===== src/rtl/reg_master.sv =====
// Register-bus master: turns one valid/ready command into a single write or read
// strobe on a simple register port and returns a valid/ready response.
module reg_master #(
    parameter int ADDR_WIDTH = 2,
    parameter int DATA_WIDTH = 32,
    parameter int RD_LATENCY = 0
) (
    input  logic                  clk,
    input  logic                  rst,
    input  logic                  cmd_valid,
    output logic                  cmd_ready,
    input  logic                  cmd_write,
    input  logic [ADDR_WIDTH-1:0] cmd_addr,
    input  logic [DATA_WIDTH-1:0] cmd_wdata,
    output logic                  rsp_valid,
    input  logic                  rsp_ready,
    output logic                  rsp_write,
    output logic [DATA_WIDTH-1:0] rsp_rdata,
    output logic                  reg_wren,
    output logic [ADDR_WIDTH-1:0] reg_wraddr,
    output logic [DATA_WIDTH-1:0] reg_wrdata,
    output logic                  reg_rden,
    output logic [ADDR_WIDTH-1:0] reg_rdaddr,
    input  logic [DATA_WIDTH-1:0] reg_rddata
);

    typedef enum logic [2:0] {
        IDLE  = 3'd0,
        WRITE = 3'd1,
        READ  = 3'd2,
        WAIT  = 3'd3,
        RESP  = 3'd4
    } state_t;

    // The counter is loaded with L-1 so that WAIT lasts exactly L cycles.
    localparam logic [3:0] WAIT_LOAD = (RD_LATENCY > 0) ? 4'(RD_LATENCY - 1) : 4'd0;
    localparam bit         NO_WAIT   = (RD_LATENCY == 0);

    state_t                  state_q, state_d;
    logic [3:0]              wait_cnt_q, wait_cnt_d;
    logic                    lat_write_q, lat_write_d;
    logic [ADDR_WIDTH-1:0]   lat_addr_q, lat_addr_d;
    logic [DATA_WIDTH-1:0]   lat_wdata_q, lat_wdata_d;
    logic                    capture_s;
    logic                    accept_s;

    logic                    cmd_ready_q, cmd_ready_d;
    logic                    rsp_valid_q, rsp_valid_d;
    logic                    rsp_write_q, rsp_write_d;
    logic [DATA_WIDTH-1:0]   rsp_rdata_q, rsp_rdata_d;
    logic                    reg_wren_q, reg_wren_d;
    logic [ADDR_WIDTH-1:0]   reg_wraddr_q, reg_wraddr_d;
    logic [DATA_WIDTH-1:0]   reg_wrdata_q, reg_wrdata_d;
    logic                    reg_rden_q, reg_rden_d;
    logic [ADDR_WIDTH-1:0]   reg_rdaddr_q, reg_rdaddr_d;

    assign accept_s = cmd_valid & cmd_ready_q;

    // State, latched command, wait counter and all output flops.
    always_ff @(posedge clk or posedge rst) begin
        if (rst) begin
            state_q      <= IDLE;
            wait_cnt_q   <= 4'd0;
            lat_write_q  <= 1'b0;
            lat_addr_q   <= '0;
            lat_wdata_q  <= '0;
            cmd_ready_q  <= 1'b0;
            rsp_valid_q  <= 1'b0;
            rsp_write_q  <= 1'b0;
            rsp_rdata_q  <= '0;
            reg_wren_q   <= 1'b0;
            reg_wraddr_q <= '0;
            reg_wrdata_q <= '0;
            reg_rden_q   <= 1'b0;
            reg_rdaddr_q <= '0;
        end else begin
            state_q      <= state_d;
            wait_cnt_q   <= wait_cnt_d;
            lat_write_q  <= lat_write_d;
            lat_addr_q   <= lat_addr_d;
            lat_wdata_q  <= lat_wdata_d;
            cmd_ready_q  <= cmd_ready_d;
            rsp_valid_q  <= rsp_valid_d;
            rsp_write_q  <= rsp_write_d;
            rsp_rdata_q  <= rsp_rdata_d;
            reg_wren_q   <= reg_wren_d;
            reg_wraddr_q <= reg_wraddr_d;
            reg_wrdata_q <= reg_wrdata_d;
            reg_rden_q   <= reg_rden_d;
            reg_rdaddr_q <= reg_rdaddr_d;
        end
    end

    // Next-state logic, command latching and read-data capture timing.
    always_comb begin
        state_d     = state_q;
        wait_cnt_d  = wait_cnt_q;
        lat_write_d = lat_write_q;
        lat_addr_d  = lat_addr_q;
        lat_wdata_d = lat_wdata_q;
        capture_s   = 1'b0;
        case (state_q)
            IDLE: begin
                if (accept_s) begin
                    lat_write_d = cmd_write;
                    lat_addr_d  = cmd_addr;
                    lat_wdata_d = cmd_wdata;
                    state_d     = cmd_write ? WRITE : READ;
                end else begin
                    state_d = IDLE;
                end
            end
            WRITE: begin
                state_d = RESP;
            end
            READ: begin
                if (NO_WAIT) begin
                    capture_s = 1'b1;
                    state_d   = RESP;
                end else begin
                    wait_cnt_d = WAIT_LOAD;
                    state_d    = WAIT;
                end
            end
            WAIT: begin
                if (wait_cnt_q == 4'd0) begin
                    capture_s = 1'b1;
                    state_d   = RESP;
                end else begin
                    wait_cnt_d = wait_cnt_q - 4'd1;
                end
            end
            RESP: begin
                if (rsp_ready) begin
                    state_d = IDLE;
                end else begin
                    state_d = RESP;
                end
            end
            default: begin
                state_d = IDLE;
            end
        endcase
    end

    // Output values for the coming cycle, derived from the next state so every port is a flop.
    always_comb begin
        cmd_ready_d  = (state_d == IDLE);
        rsp_valid_d  = (state_d == RESP);
        reg_wren_d   = (state_d == WRITE);
        reg_rden_d   = (state_d == READ);
        reg_wraddr_d = reg_wraddr_q;
        reg_wrdata_d = reg_wrdata_q;
        reg_rdaddr_d = reg_rdaddr_q;
        rsp_write_d  = rsp_write_q;
        rsp_rdata_d  = rsp_rdata_q;
        if (state_d == WRITE) begin
            reg_wraddr_d = lat_addr_d;
            reg_wrdata_d = lat_wdata_d;
        end else begin
            reg_wraddr_d = reg_wraddr_q;
            reg_wrdata_d = reg_wrdata_q;
        end
        // Read address stays put from the strobe cycle until the data is captured.
        if (state_d == READ) begin
            reg_rdaddr_d = lat_addr_d;
        end else begin
            reg_rdaddr_d = reg_rdaddr_q;
        end
        if (state_q == WRITE) begin
            rsp_write_d = 1'b1;
            rsp_rdata_d = '0;
        end else if (capture_s) begin
            rsp_write_d = 1'b0;
            rsp_rdata_d = reg_rddata;
        end else begin
            rsp_write_d = rsp_write_q;
            rsp_rdata_d = rsp_rdata_q;
        end
    end

    assign cmd_ready  = cmd_ready_q;
    assign rsp_valid  = rsp_valid_q;
    assign rsp_write  = rsp_write_q;
    assign rsp_rdata  = rsp_rdata_q;
    assign reg_wren   = reg_wren_q;
    assign reg_wraddr = reg_wraddr_q;
    assign reg_wrdata = reg_wrdata_q;
    assign reg_rden   = reg_rden_q;
    assign reg_rdaddr = reg_rdaddr_q;

endmodule


===== config.mk =====
export PLATFORM = sky130hd
export DESIGN_NAME = reg_master
export DESIGN_NICKNAME = d
export VERILOG_FILES = /design/src/rtl/reg_master.sv
export SDC_FILE = /design/constraint.sdc
export NUM_CORES = 1
export LEC_CHECK = 0
export ABC_AREA = 1
export CAP_MARGIN = 20
export CORE_MARGIN = 2
export CORE_UTILIZATION = 51
export CTS_CLUSTER_DIAMETER = 200
export DETAILED_ROUTE_END_ITERATION = 10
export GPL_TIMING_DRIVEN = 1
export PLACE_DENSITY = 0.92
export SLEW_MARGIN = 20
export SYNTH_ARGS = -nofsm -noshare
export SYNTH_HDL_FRONTEND = slang
export SYNTH_SLANG_ARGS = --single-unit

===== constraint.sdc =====
create_clock -name clk -period 5.95 [get_ports clk]
set_clock_uncertainty 0.15 [all_clocks]
set_input_delay 1.19 -clock clk [delete_from_list [all_inputs] [get_ports clk]]
set_output_delay 1.19 -clock clk [all_outputs]
set_load 0.005 [all_outputs]

==> results of run 1 <==
-- routing by layer --
metal / global-route usage [%] / share of wire (%) / up-vias
met5: 0 / 0 / -
met4: 14.87 / 4.5 / 0
met3: 7.932 / 7.1 / 69
met2: 52.54 / 52 / 276
met1: 34.56 / 36 / 2357
li1: - / - / 2194
-- cell families after synthesis --
group           after synthesis  synth area share [%]
compound gates                4                0.4038
xor+xnor                      1                0.1767
fa+ha+maj                     1                0.2523
buf+inv                      51                 4.719
flops                       114                 57.53
simple gates                445                 36.92
-- stage by stage --
| stage | hold WS, ns | utilization [%] | cell area (um^2) |
|---|---|---|---|
| after floorplan | 0.3184 | - | 4959 |
| after global placement | 0.3109 | 68.57 | 6396 |
| after detailed placement | 0.3190 | 68.68 | 6406 |
| after CTS | 0.3346 | 75.31 | 7024 |
| after global routing | 0.3562 | 75.51 | 7043 |
| final | 0.3291 | 75.51 | 7043 |
-- final timing paths --
path	startpoint	endpoint	slack [ns]	cells after the start
worst max register to register	cmd_ready$_DFF_PP0_	reg_wrdata[23]$_DFFE_PP0N_	2.87	6
worst min-delay path	reg_wrdata[27]$_DFFE_PP0N_	reg_wrdata[27]$_DFFE_PP0N_	0.33	2
worst min register to register	reg_wrdata[27]$_DFFE_PP0N_	reg_wrdata[27]$_DFFE_PP0N_	0.33	2
max in group asynchronous	rst	cmd_ready$_DFF_PP0_	3.50	3
worst max-delay path	cmd_valid	reg_wrdata[23]$_DFFE_PP0N_	2.31	8
min in group asynchronous	rst	rsp_rdata[2]$_DFFE_PP0P_	1.07	2
-- layout make-up --
class,instances,area (um^2),area share (%)
clock buffer,22,462.9,6.573
sequential,114,2854,40.52
tap,129,161.4,2.292
multi-input combinational,451,1884,26.75
timing repair buffer,146,1461,20.75
inverter,16,63.81,0.9060
clock inverter,10,155.1,2.203
-- cells in the mapped netlist, types with 2 or more instances --
master / n / share of area (%)
nand2_2: 2 / 0.25
buf_2: 18 / 1.8
buf_4: 5 / 0.76
nor2_1: 5 / 0.38
dfrtp_1: 114 / 58
inv_1: 12 / 0.91
nor2_2: 2 / 0.25
clkbuf_1: 11 / 0.83
inv_2: 3 / 0.23
o21ai_0: 4 / 0.40
nand3_1: 105 / 11
nand2_1: 328 / 25
-- worst max-delay path, stage by stage --
cell             delay [ns]
clkdlybuf4s50_1        0.45
buf_4                  0.35
nand2_2                0.51
nor2_2                 0.32
nand2_4                0.29
clkinv_2               0.53
nand2_1                0.15
nand2_1                0.10
-- flip-flops by register name (all words and copies together), names as in the netlist --
signal	cells
reg_rden	1
reg_wraddr	2
wait_cnt_q	4
lat_wdata_q	32
cmd_ready	1
rsp_write	1
rsp_valid	1
reg_rdaddr	2
lat_addr_q	2
reg_wren	1
rsp_rdata	32
reg_wrdata	32
state_q	3
-- power by group through the flow --
stage	registers (mW)	clock network, mW	logic, mW
floorplan	1.23	0	0.645
global placement	1.27	0	1.12
detailed placement	1.28	0	1.19
CTS	1.28	1.06	1.23
global route	1.32	1.10	1.36
finish	1.29	1.06	1.24
==> metrics.md, run 1 <==
| Metric | Value |
|---|---|
| Status | `complete, no violations` |
| Slew Limit Headroom | `37.36%` |
| Routed WL | `about 15,000 um` |
| Final non-filler cell total | `888` |
| Slew Viols, Final | `0` |
| Vias in the first global route | `4,948` |
| Via count | `4,896` |
| Port bufs | `143` |
| Gr usage total | `between 30 and 40%` |
| Clock sinks | `114` |
| Startpoint Class | `input pin` |
| Primary FF master, synth | `dfrtp_1` |
| CTS max path bufs | `2` |
| CTS Buf Count | `17` |
| Pleak | `3.658 nW` |
| Initial DRC Count | `386` |
| Number of max-cap violations | `0` |
| Root Buffer Master | `clkbuf_8` |
| Post-CTS setup buffers | `0` |
| Hold WC Path Type | `flop to flop` |
| Distinct cells, synth | `19` |
| Routed WL per cell | `approximately 17 um` |
| Final setup fails | `0` |
| Initial antenna violation count | `0` |
| Clock period minus worst slack | `3.643 ns` |
| Combinational power share | `34.5%` |
| Commonest non-fill, non-tap cell in the layout | `nand2_1` |
| Rows | `35` |
| Most frequent cells in the layout | `nand2_1 (327), clkdlybuf4s50_1 (143), dfrtp_1 (113)` |
| Pre-CTS WS | `roughly 1.9 ns` |
| CTS tree | `built` |
| Nets@finish | `818` |
| Reg power frac | `36.0%` |
| Placed cell count | `about 860` |
| Hpwl dp | `approximately 9200 um` |
| Worst Path Max Fanout | `37` |
| Worst-margin pin slew | `0.9395 ns` |
| Asr flop ratio synth | `100.0%` |
| Overflow after GRT | `0` |
| RSZ-0062 raised after global routing | `false` |
| Clock share of power | `between 20% and 30%` |
| Core area | `9328 um^2` |
| Hold Buf Count CTS | `0` |
| Starting Density | `53.16%` |
| Hold Fails Final Rpt | `0` |
| Worst Setup End Kind | `flop` |
| Largest net degree at the start of global routing | `80` |
| Setup CP Type | `input pin to flop` |
| Filler cells | `between 600 and 700` |
| First-pass GRT wire length | `24,140 um` |
| Clock latency on the worst-skew pair | `0.53 ns` |
| Num ports | `144` |
| Clock transition at path regs | `0.05 ns` |
| Maximum vdd drop | `~0.27 mV` |
| Fin crit share | `61.22%` |
| CP Data Arrival Time | `3.95 ns` |
| GPL Wtd Cong | `0.8717` |
| Number of warnings issued by yosys | `0` |
| Syn nets | `688` |
| Worst setup margin | `2.307 ns` |
| DRC violations left | `0` |
| EDFF count, synth | `0` |
| Synthesized instance count | `616` |
| Switching Share | `34.78%` |
| F_max | `274.5 MHz` |
| DR pass1 iterations | `5` |
| Die area | `roughly 11,000 um^2` |
| Post-CTS sizing | `0` |
| Syn Area/Cell | `8.050 um^2` |
| Power per cell area | `510.0 nW/um^2` |
| Die Ht | `102.6 um` |
| Final setup TNS | `0 ns` |
| Share of cells above drive strength 1 | `6.192%` |
| Power, Total | `3.592 mW` |
| Synth Cell Area | `between 4000 and 5000 um^2` |
| Seq/Total Area, Yosys | `57.53%` |
| Antenna-violating nets left | `0` |
| Vias per cell | `between 5 and 6` |
| P_int | `~2.3 mW` |
| H-Tree Level Count | `4` |
| Horiz. Die Dim | `102.6 um` |
| Yosys reg bits | `approximately 110` |
| Area Growth Syn to Fin | `42.04%` |
| CP Data Required Time | `about 6.3 ns` |
| N_diodes | `0` |
| NetSw | `approximately 1.2 mW` |
Note: power is estimated with default switching activity, not from simulation.
==> run 2: changes to the inputs <==
--- a/config.mk
+++ b/config.mk
@@ -8,11 +8,11 @@
 export ABC_AREA = 1
 export CAP_MARGIN = 20
 export CORE_MARGIN = 2
-export CORE_UTILIZATION = 51
+export CORE_UTILIZATION = 43
 export CTS_CLUSTER_DIAMETER = 200
 export DETAILED_ROUTE_END_ITERATION = 10
 export GPL_TIMING_DRIVEN = 1
-export PLACE_DENSITY = 0.92
+export PLACE_DENSITY = 0.83
 export SLEW_MARGIN = 20
 export SYNTH_ARGS = -nofsm -noshare
 export SYNTH_HDL_FRONTEND = slang
==> constraint.sdc (replaced) <==
create_clock -name clk -period 3 [get_ports clk]
set_clock_uncertainty 0.15 [all_clocks]
set_input_delay 0.6 -clock clk [delete_from_list [all_inputs] [get_ports clk]]
set_output_delay 0.6 -clock clk [all_outputs]
set_load 0.005 [all_outputs]
==> run 2 against run 1 <==
Against the previous run:
- utilization fell by 13 points
- total power rose by 92%
- clock power rose by 86%
- first-iteration DRC count fell by 34%
- count of clock-buffer cells in the layout rose by 1
- critical path depth fell by 7
- worst setup slack got worse by 1.8 ns
- non-clock buffer count rose by 10
- flip-flop and latch count did not move
- cell area rose by 0.53%
- sequential share of layout area fell by 0.23 points
- via count fell by 6.2%
- critical endpoint is now cmd_ready
- largest power group unchanged
==> metrics.md, run 2 (same netlist as run 1, synthesis figures left out) <==
| Metric | Value |
|---|---|
| Worst Setup End Kind | `output port` |
| NetSw | `2.336 mW (+87%)` |
| Slew Viols, Final | `0 (unchanged)` |
| Nets@finish | `828 (+1.2%)` |
| Final Core Density | `62.54% (-13 points)` |
| Hpwl dp | `8899 um (-3.6%)` |
| Port bufs | `143 (unchanged)` |
| Overflow after GRT | `0 (unchanged)` |
| CP Data Arrival Time | `1.72 ns (-2.23 ns)` |
| Switching Share | `33.91% (-0.87 points)` |
| Internal reg-to-reg setup slack | `0.71 ns (-2.16 ns)` |
| Starting Density | `43.80% (-9.4 points)` |
| GPL Wtd Cong | `0.8505 (-2.4%)` |
| Gr usage total | `22.09% (-8.1 points)` |
| Root Buffer Master | `clkbuf_16` |
| Die area | `12,410 um^2 (+18%)` |
| Cell count of the worst reg-to-reg path | `5 (-1)` |
| Combinational power share | `35.3% (+0.8 points)` |
| Final setup TNS | `0 ns (unchanged)` |
| Largest net degree at the start of global routing | `37 (-54%)` |
| Clock sinks | `114 (unchanged)` |
| Post-CTS sizing | `0 (unchanged)` |
| Initial antenna violation count | `0 (unchanged)` |
| Hold_ws | `0.3272 ns (-0.001859 ns)` |
| Routed WL per cell | `14.67 um (-15%)` |
| DRC violations left | `0 (unchanged)` |
| Critical path depth | `1 (-7)` |
| Vias in the first global route | `4,605 (-6.9%)` |
| Family with the most delay on the worst path | `flip-flops` |
| Core area | `11,320 um^2 (+21%)` |
| Setup CP Type | `flop to output port` |
| Antenna-violating nets left | `0 (unchanged)` |
| Crit path cell chain | `clkdlybuf4s50_1` |
| Critical R2R Capture | `rsp_rdata[11]$_DFFE_PP0P_` |
| CP bufs+invs | `1 (-2)` |
| Power, Total | `6.887 mW (+92%)` |
| Status | `complete, no violations` |
| FF-to-FF Start | `state_q[2]$_DFF_PP0_` |
| Final setup fails | `0 (unchanged)` |
| Number of max-cap violations | `0 (unchanged)` |
| Clock latency on the worst-skew pair | `0.41 ns (-0.12 ns)` |
| Slew Limit Headroom | `30.29% (-7.1 points)` |
| Most frequent cells in the layout | `nand2_1 (328), clkdlybuf4s50_1 (143), dfrtp_1 (114)` |
| Worst-margin pin slew | `1.043 ns (+0.1037 ns)` |
| CTS Buf Count | `17 (unchanged)` |
| Maximum vdd drop | `0.5039 mV (+85%)` |
| Commonest non-fill, non-tap cell in the layout | `nand2_1` |
| Crit path to | `cmd_ready` |
| P_int | `4.552 mW (+94%)` |
| N_diodes | `0 (unchanged)` |
| Setup crit start | `cmd_ready$_DFF_PP0_` |
| Crit-path slowest cell | `dfrtp_1` |
| Share of cells above drive strength 1 | `6.892% (+0.70 points)` |
| Power per cell area | `972.7 nW/um^2 (+91%)` |
| Clock share of power | `28.5% (-1.0 points)` |
| Routed WL | `13,380 um (-13%)` |
| Via count | `4,594 (-6.2%)` |
| Worst Path Max Fanout | `15 (-59%)` |
| Num ports | `144 (unchanged)` |
| Rows | `39 (+11%)` |
| Worst setup margin | `0.5325 ns (-1.775 ns)` |
| CTS tree | `built` |
| Clock transition at path regs | `0.05 ns (about the same)` |
| Pre-CTS WS | `0.5464 ns (-1.307 ns)` |
| CP Data Required Time | `2.25 ns (-4.01 ns)` |
| Hold WC Path Type | `flop to flop` |
| Hold Fails Final Rpt | `0 (unchanged)` |
| F_max | `405.3 MHz` |
| CTS max path bufs | `2 (unchanged)` |
| RSZ-0062 raised after global routing | `false` |
| Post-CTS setup buffers | `0 (unchanged)` |
| Startpoint Class | `flop` |
| Area Growth Syn to Fin | `42.80%` |
| First-pass GRT wire length | `21,950 um (-9.1%)` |
| Vias per cell | `5.037 (-8.6%)` |
| Hold Buf Count CTS | `0 (unchanged)` |
| Horiz. Die Dim | `111.4 um (+8.6%)` |
| DR pass1 iterations | `5 (unchanged)` |
| Slowest stage delay, CP | `0.66 ns (+0.13 ns)` |
| Fin crit share | `82.25%` |
| Pleak | `3.671 nW (+0.35%)` |
| H-Tree Level Count | `4 (unchanged)` |
| Initial DRC Count | `256 (-34%)` |
| Clock period minus worst slack | `2.467 ns` |
| Reg power frac | `36.1% (about the same)` |
| Die Ht | `111.4 um (+8.6%)` |
-- run 2: per-stage QoR --
step	cells	area (um^2)
final	912	7081
after global routing	912	7081
after CTS	912	7081
after detailed placement	880	6497
after global placement	880	6497
after floorplan	616	4962
-- run 2: area by class of cell --
cell class	instances	area [um^2]
fillers	910	4240
flip-flops and latches	114	2853
multi-input cells	451	1872
repair buffers	156	1529
clock buffers	23	478.0
well taps	143	178.9
clock inverters	9	105.1
inverters	16	65.06
-- run 2: per-layer routing --
layer  vias up  track usage, %  share of wire (%)
li1       2213               -                  -
met1      2182           26.07                 40
met2       174           36.87                 50
met3        25           8.329                7.4
met4         0           8.560                2.8
met5         -               0                  0
-- run 2: how the worst min path moves through the flow --
stage / start / endpoint / slack (ns) / depth (start not counted)
6_report: reg_wrdata[10]$_DFFE_PP0N_ / reg_wrdata[10]$_DFFE_PP0N_ / 0.33 / 2
5_1_grt: reg_wrdata[10]$_DFFE_PP0N_ / reg_wrdata[10]$_DFFE_PP0N_ / 0.34 / 2
4_1_cts: reg_wrdata[10]$_DFFE_PP0N_ / reg_wrdata[10]$_DFFE_PP0N_ / 0.33 / 2
3_5_place_dp: reg_wrdata[10]$_DFFE_PP0N_ / reg_wrdata[10]$_DFFE_PP0N_ / 0.32 / 2
3_3_place_gp: reg_wrdata[17]$_DFFE_PP0N_ / reg_wrdata[17]$_DFFE_PP0N_ / 0.32 / 2
2_1_floorplan: lat_wdata_q[0]$_DFF_PP0_ / lat_wdata_q[0]$_DFF_PP0_ / 0.32 / 2
-- run 2: power groups by stage --
stage,sequential (mW),clock [mW],combinational (mW)
4_1_cts,2.48,1.98,2.45
6_report,2.49,1.97,2.43
5_1_grt,2.55,2.06,2.71
3_5_place_dp,2.49,0,2.42
3_3_place_gp,2.46,0,2.34
2_1_floorplan,2.44,0,1.28
